`src/rtl/uc_ctrl.sv`:
```
// Sequencing control unit for the 8-bit single-cycle microcontroller datapath.
// Decodes opcode and zero flag into datapath controls and adds run/halt/step sequencing.
module uc_ctrl #(
  parameter int RET_W = 16
) (
  input  logic             clk,
  input  logic             reset,
  input  logic [5:0]       Opcode,
  input  logic             z,
  input  logic             run,
  input  logic             step,
  output logic             s_inc,
  output logic             s_inm,
  output logic             we3,
  output logic             wez,
  output logic [2:0]       Op,
  output logic             pc_en,
  output logic             halted,
  output logic [RET_W-1:0] retired
);

  typedef enum logic [1:0] {
    S_HALT,
    S_RUN,
    S_STEP
  } state_t;

  localparam logic [5:0] OPC_J    = 6'b110000;
  localparam logic [5:0] OPC_JZ   = 6'b110001;
  localparam logic [5:0] OPC_JNZ  = 6'b110010;
  localparam logic [5:0] OPC_HALT = 6'b111111;

  state_t state, state_n;
  logic   run_q, step_q;

  always_ff @(posedge clk) begin
    if (reset) begin
      state   <= S_HALT;
      halted  <= 1'b1;
      run_q   <= 1'b0;
      step_q  <= 1'b0;
      retired <= '0;
    end else begin
      state   <= state_n;
      halted  <= (state_n == S_HALT);
      run_q   <= run;
      step_q  <= step;
      if (pc_en)
        retired <= retired + RET_W'(1);
    end
  end

  // Decode is only live in S_RUN/S_STEP; in S_HALT every control sits at its inactive value.
  always_comb begin
    state_n = state;
    s_inc   = 1'b1;
    s_inm   = 1'b0;
    we3     = 1'b0;
    wez     = 1'b0;
    Op      = 3'b000;
    pc_en   = 1'b0;

    if (state != S_HALT) begin
      pc_en = 1'b1;
      if (!Opcode[5]) begin
        Op  = Opcode[4:2];
        we3 = 1'b1;
        wez = 1'b1;
      end else if (Opcode[5:2] == 4'b1000) begin
        s_inm = 1'b1;
        we3   = 1'b1;
      end else begin
        case (Opcode)
          OPC_J:    s_inc = 1'b0;
          OPC_JZ:   s_inc = !z;
          OPC_JNZ:  s_inc = z;
          OPC_HALT: pc_en = 1'b0;
          default:  s_inc = 1'b1;
        endcase
      end
    end

    // Only the rising edge of run/step leaves halt, so a held level cannot restart after HALT.
    case (state)
      S_HALT: begin
        if (run && !run_q)
          state_n = S_RUN;
        else if (step && !step_q)
          state_n = S_STEP;
      end
      S_STEP:  state_n = S_HALT;
      S_RUN: begin
        if (!run || Opcode == OPC_HALT)
          state_n = S_HALT;
      end
      default: state_n = S_HALT;
    endcase
  end

endmodule

```
`config.mk`:
```
export PLATFORM = sky130hd
export DESIGN_NAME = uc_ctrl
export DESIGN_NICKNAME = d
export VERILOG_FILES = /design/src/rtl/uc_ctrl.sv
export SDC_FILE = /design/constraint.sdc
export NUM_CORES = 1
export LEC_CHECK = 0
export ABC_AREA = 1
export CAP_MARGIN = 30
export CORE_ASPECT_RATIO = 0.9
export CORE_UTILIZATION = 45
export CTS_CLUSTER_SIZE = 20
export DETAILED_ROUTE_END_ITERATION = 7
export PLACE_DENSITY = 0.87
export SYNTH_ARGS = -nofsm -noshare
export SYNTH_HDL_FRONTEND = slang
export SYNTH_SLANG_ARGS = --single-unit
```
`constraint.sdc`:
```
create_clock -name clk -period 1.5 [get_ports clk]
set_input_delay 0.15 -clock clk [delete_from_list [all_inputs] [get_ports clk]]
set_output_delay 0.15 -clock clk [all_outputs]
set_load 0.02 [all_outputs]
```
# Yosys cells after proc, flatten, opt, wreduce, memory -nomap -nowiden
# Cells that the tools add are included.
# classes
n_addsub	1
n_eq_ne	6
muxes	21
reduce_logical	10
# op_table
cell	count
== test 6 bit, second input constant	4
adder 16 x 1 -> 16 bit, second input constant	1
two-way mux 1 bit	14
two-way mux 2 bit	3
two-way mux 3 bit	2
== test 4 bit, second input constant	1
logical NOT 1 bit	4
logical NOT 2 bit	2
case mux 2 bit (2 select lines)	1
case mux 1 bit (3 select lines)	1
== test 2 x 1 -> 1 bit, second input constant	1
logical AND 1 bit	2
nonzero test 2 bit	1
logical OR 1 bit	1
# totals
ff_bits	21
inputBits	11
out_inout_bits	25
elab_cells	43

# Longest topological paths before layout
# Gate-level depths: netlist (run 1).
# depth
ltp_word	6
ltp_mapped	9
ltp_nobuf	9

# Worst setup path before layout (run 1)
# Ideal clock, no wire load.
# synth_path
kind	reg2reg
start	register retired[1]
end	register retired[12]
setup_ps	110
t_arrival_ps	1308
required_time_ps	1390
setup_slack_ps	83
stages_incl_launch_ff	9
n_path_buf	0
synth_period_minus_slack_ps	1417
path_cell_list	dfxtp_1 -> ha_1 -> nand2_1 -> nor2_2 -> nand2_1 -> nor2_2 -> nand3_1 -> nand2_1 -> nor2_2
# synth_via
elab_chain_len	1
# synth_lines
element	line	text
from (decl)	19	output logic [RET_W-1:0] retired
from (signal assigned)	49	retired <= retired + RET_W'(1);
adder 16 x 1 -> 16 bit	49	
# Every way passes these cells.
# A chain may end at the register's enable or synchronous reset.

# Worst setup path in the final report (run 1)
# layout_path
start	register state[0]
end	output port s_inc
# layout_via
elab_chain_len	2
# layout_lines
element	line	text
from (decl)	33	state_t state, state_n;
from (signal assigned)	44	state <= state_n;
nonzero test 2 bit	63	if (state != S_HALT) begin
two-way mux 1 bit	63	
to (decl)	12	output logic s_inc,
# Every way passes these cells.

==> impl_metrics.ini, run 1 <==
[logic_synthesis]
synth_top_area_cell = dfxtp_1
yosys-top-cells-area = dfxtp_1 36%, nand2_1 14%, nor2_1 11%
synth_edf_count = 0
yosysWarnings = 0
synth_fp_nets = 188
netlist.area_leader.share = 0.364
syn_inst = 176
synth_xor_area_frac = 0.00759
synth_simple_gate_area_frac = 0.433
syn_area_per_cell_um2 = 6.55
yosys.area_share.adder = 0.0108
synth-compound-area-share = 0.0738
async_flop_share = 0
netlist_area_um2 = 1150
synth_top_family_by_area = simple AND/OR/NAND/NOR gates
ys_top_cells_by_count = 42 x nand2_1, 35 x nor2_1, 25 x inv_1
synth-seq-cells = 21
ys.flop_type = dfxtp_1
synthMostInstantiatedCell = nand2_1
ys_seq_area_frac = 0.364
ys_types = 23
synth_mux_area_frac = 0

[pwr]
power_density_nw_per_um2 = 658
p_leak_nw = 0.816
power_mw = 1.07
ir_drop_mv = 0.500

[clock_tree]
clockRootBuffer = clkbuf_4
numCtsBuffers = 3
clk_pin_slew_ns = 0.11
numClockSinks = 21
clockBufferDepth = 2
htree_levels = 1
hold_buffers = 0
cts_tree = yes
clk_latency_ns = 0.30

[sta]
relSlewSlack = 0.797
hold_slack_ns = 0.379
finalSetupViolCount = 0
period_needed_ns = 1.48
fmaxAchievable_mhz = 674
setup_ws_ns = 0.0171
tightest_slew_ns = 0.303
maxSlewViolCount = 0
final_hold_viol_count = 0
skew_ns = 0.00715
grt_setup_unrepaired = true
setup_tns_ns = 0
fin_crit_sh = 0.989

[floorplan]
dieWidth_um = 55.4
initial_utilization = 0.472
rows = 17
io_pins = 36
fp.coreArea_um2 = 2450
dieArea_um2 = 2770
die_h_um = 50.0

[final_layout]
n_antenna_cell = 0
drive_gt1_frac = 0.187
finalNetCount = 238
area_delta_synth_final_pct = 40.8

[worst_setup_path]
crit_fanout = 3
required_ns = 1.35
critPathKind = flip-flop to primary output
crit_cells = 7
cp-startpoint = state[0]$_SDFF_PP0_
timing.rr.start = state[0]$_SDFF_PP0_
timing.rr.end = retired[3]$_SDFFE_PP0P_
critPathLaunchType = flip-flop
crit_path_end = s_inc
crit_arrival_ns = 1.33
cp_slowest_cell = dfxtp_2
cp_top_family = buffers and inverters
ff2ff_path_depth = 8
path_cells = nor2_2 > buf_4 > inv_1 > nand3_1 > a21oi_2 > nand4_1 > buf_2
cp.buffers_inverters = 3
cp-end-kind = primary output
r2r_setup_slack_ns = 0.16
slowest_delay_ns = 0.35

[detailed_routing]
drt_first_pass_iters = 4
wl_per_cell_um = 9.93
vias = 1201
drc = 0
dr.first_iter.drc_count = 28
wirelength_mm = 2.51
postRouteAntennaNets = 0
via_per_inst = 4.75

[global_route]
grt_pass1_vias = 1050
track_usage = 0.186
antenna_found_initial = 0
grt_overflow = 0
grt_first_pass_wirelength_mm = 4.24
grt_max_degree = 13

[placement]
hpwl_mm = 1.87
numPortBuffers = 35
finalWeightedCongestion = 0.834
post-place-ws_ns = -0.225

[run_status]
status = finished clean

[worst_hold_path]
hold_class = input port to flip-flop

[job]
cap_violations = 0
==> worst min path at each step <==
| stage | startpoint | end | slack [ns] | depth (start not counted) |
|---|---|---|---|---|
| finish | step | step_q$_SDFF_PP0_ | 0.38 | 3 |
| global route | step | step_q$_SDFF_PP0_ | 0.40 | 3 |
| CTS | step | step_q$_SDFF_PP0_ | 0.38 | 3 |
| detailed placement | step_q$_SDFF_PP0_ | state[1]$_SDFF_PP0_ | 0.40 | 1 |
| global placement | step_q$_SDFF_PP0_ | state[1]$_SDFF_PP0_ | 0.39 | 1 |
| floorplan | reset | state[0]$_SDFF_PP0_ | 0.22 | 1 |
==> state kept, by name (all words and copies together) (netlist names) <==
register	count
state	2
run_q	1
halted	1
retired	16
step_q	1
==> metal layers <==
metal / vias to the layer above / global-route usage / routed length (um)
met5: - / 0 / 0
met4: 0 / 0.0625 / 28
met3: 4 / 0.0262 / 116
met2: 29 / 0.309 / 1170
met1: 525 / 0.248 / 1200
li1: 643 / - / -
==> report_power, final <==
part,switching [mW],internal [mW],total [mW]
logic,0.114,0.104,0.218
registers,0.00929,0.574,0.584
clock network,0.168,0.0995,0.267
==> cells in the final DEF, fill, tap and decap left out, types with 2 or more instances in the layout <==
| cell | netlist | layout |
|---|---|---|
| nand2_1 | 42 | 42 |
| nor2_1 | 35 | 35 |
| inv_1 | 25 | 25 |
| dfxtp_1 | 21 | 18 |
| clkdlybuf4s50_1 | 0 | 13 |
| nand3_1 | 12 | 12 |
| dlygate4sd2_1 | 0 | 11 |
| buf_4 | 0 | 11 |
| nor2_2 | 10 | 9 |
| o21ai_0 | 6 | 6 |
| dlymetal6s2s_1 | 0 | 6 |
| a21oi_1 | 6 | 5 |
| a21oi_2 | 2 | 3 |
| nand4_1 | 3 | 3 |
| clkbuf_4 | 0 | 3 |
| clkbuf_2 | 0 | 3 |
| dfxtp_2 | 0 | 3 |
| nor2_4 | 1 | 2 |
| nor3_1 | 2 | 2 |
| buf_2 | 0 | 2 |
==> worst register-to-register path, stage by stage (launching register included) <==
cell and delay [ns]:
dfxtp_2 0.35, nor2_2 0.05, buf_4 0.12, buf_4 0.13, a21oi_2 0.13, buf_4 0.17
nand2_1 0.08, o21ai_0 0.16, nor2_1 0.06
==> what timing repair did <==
action,4_1_cts,5_1_grt
resized for setup,27,13
buffers inserted,1,0
pin swaps,1,0
endpoints found under the hold margin,0,0
setup endpoints to repair,16,15
==> stage by stage <==
stage / std cells / utilization / cell area [um^2]
after floorplan: 176 / - / 1150
after global placement: 248 / 0.654 / 1600
after detailed placement: 248 / 0.654 / 1600
after CTS: 253 / 0.660 / 1610
after global routing: 253 / 0.664 / 1620
final: 253 / 0.664 / 1620
==> area by class of cell <==
type                    instances  area (um^2)
fillers                       225          822
multi-input cells             128          614
repair buffers                 47          429
flip-flops and latches         21          424
inverters                      25         93.8
well taps                      28         35.0
clock buffers                   3         22.5
clock inverters                 1         5.00
==> logic make-up (layout without fill, tap and decap cells) <==
kind of cell / after synthesis / in the layout
buffers and inverters: 27 / 76
AOI/OAI and AO/OA: 15 / 15
adders and majority gates: 1 / 1
DFF: 21 / 21
and+or+nand+nor: 111 / 111
xor gates and xnor gates: 1 / 1
Note: power is estimated with default switching activity, not from simulation.
==> run 2, diff against run 1 <==
--- a/config.mk
+++ b/config.mk
@@ -6,6 +6,7 @@
 export NUM_CORES = 1
 export LEC_CHECK = 0
 export ABC_AREA = 1
+export ABC_CLOCK_PERIOD_IN_PS = 1500
 export CAP_MARGIN = 30
 export CORE_ASPECT_RATIO = 0.9
 export CORE_UTILIZATION = 45
==> results of run 2 <==
Same layout as run 1: the final DEF is identical, and so are final timing and power.
==> run 3, diff against run 2 <==
--- a/config.mk
+++ b/config.mk
@@ -13,6 +13,7 @@
 export CTS_CLUSTER_SIZE = 20
 export DETAILED_ROUTE_END_ITERATION = 7
 export PLACE_DENSITY = 0.87
+export SLEW_MARGIN = 10
 export SYNTH_ARGS = -nofsm -noshare
 export SYNTH_HDL_FRONTEND = slang
 export SYNTH_SLANG_ARGS = --single-unit
==> results of run 3 <==
Same layout as run 1: the final DEF is identical, and so are final timing and power.
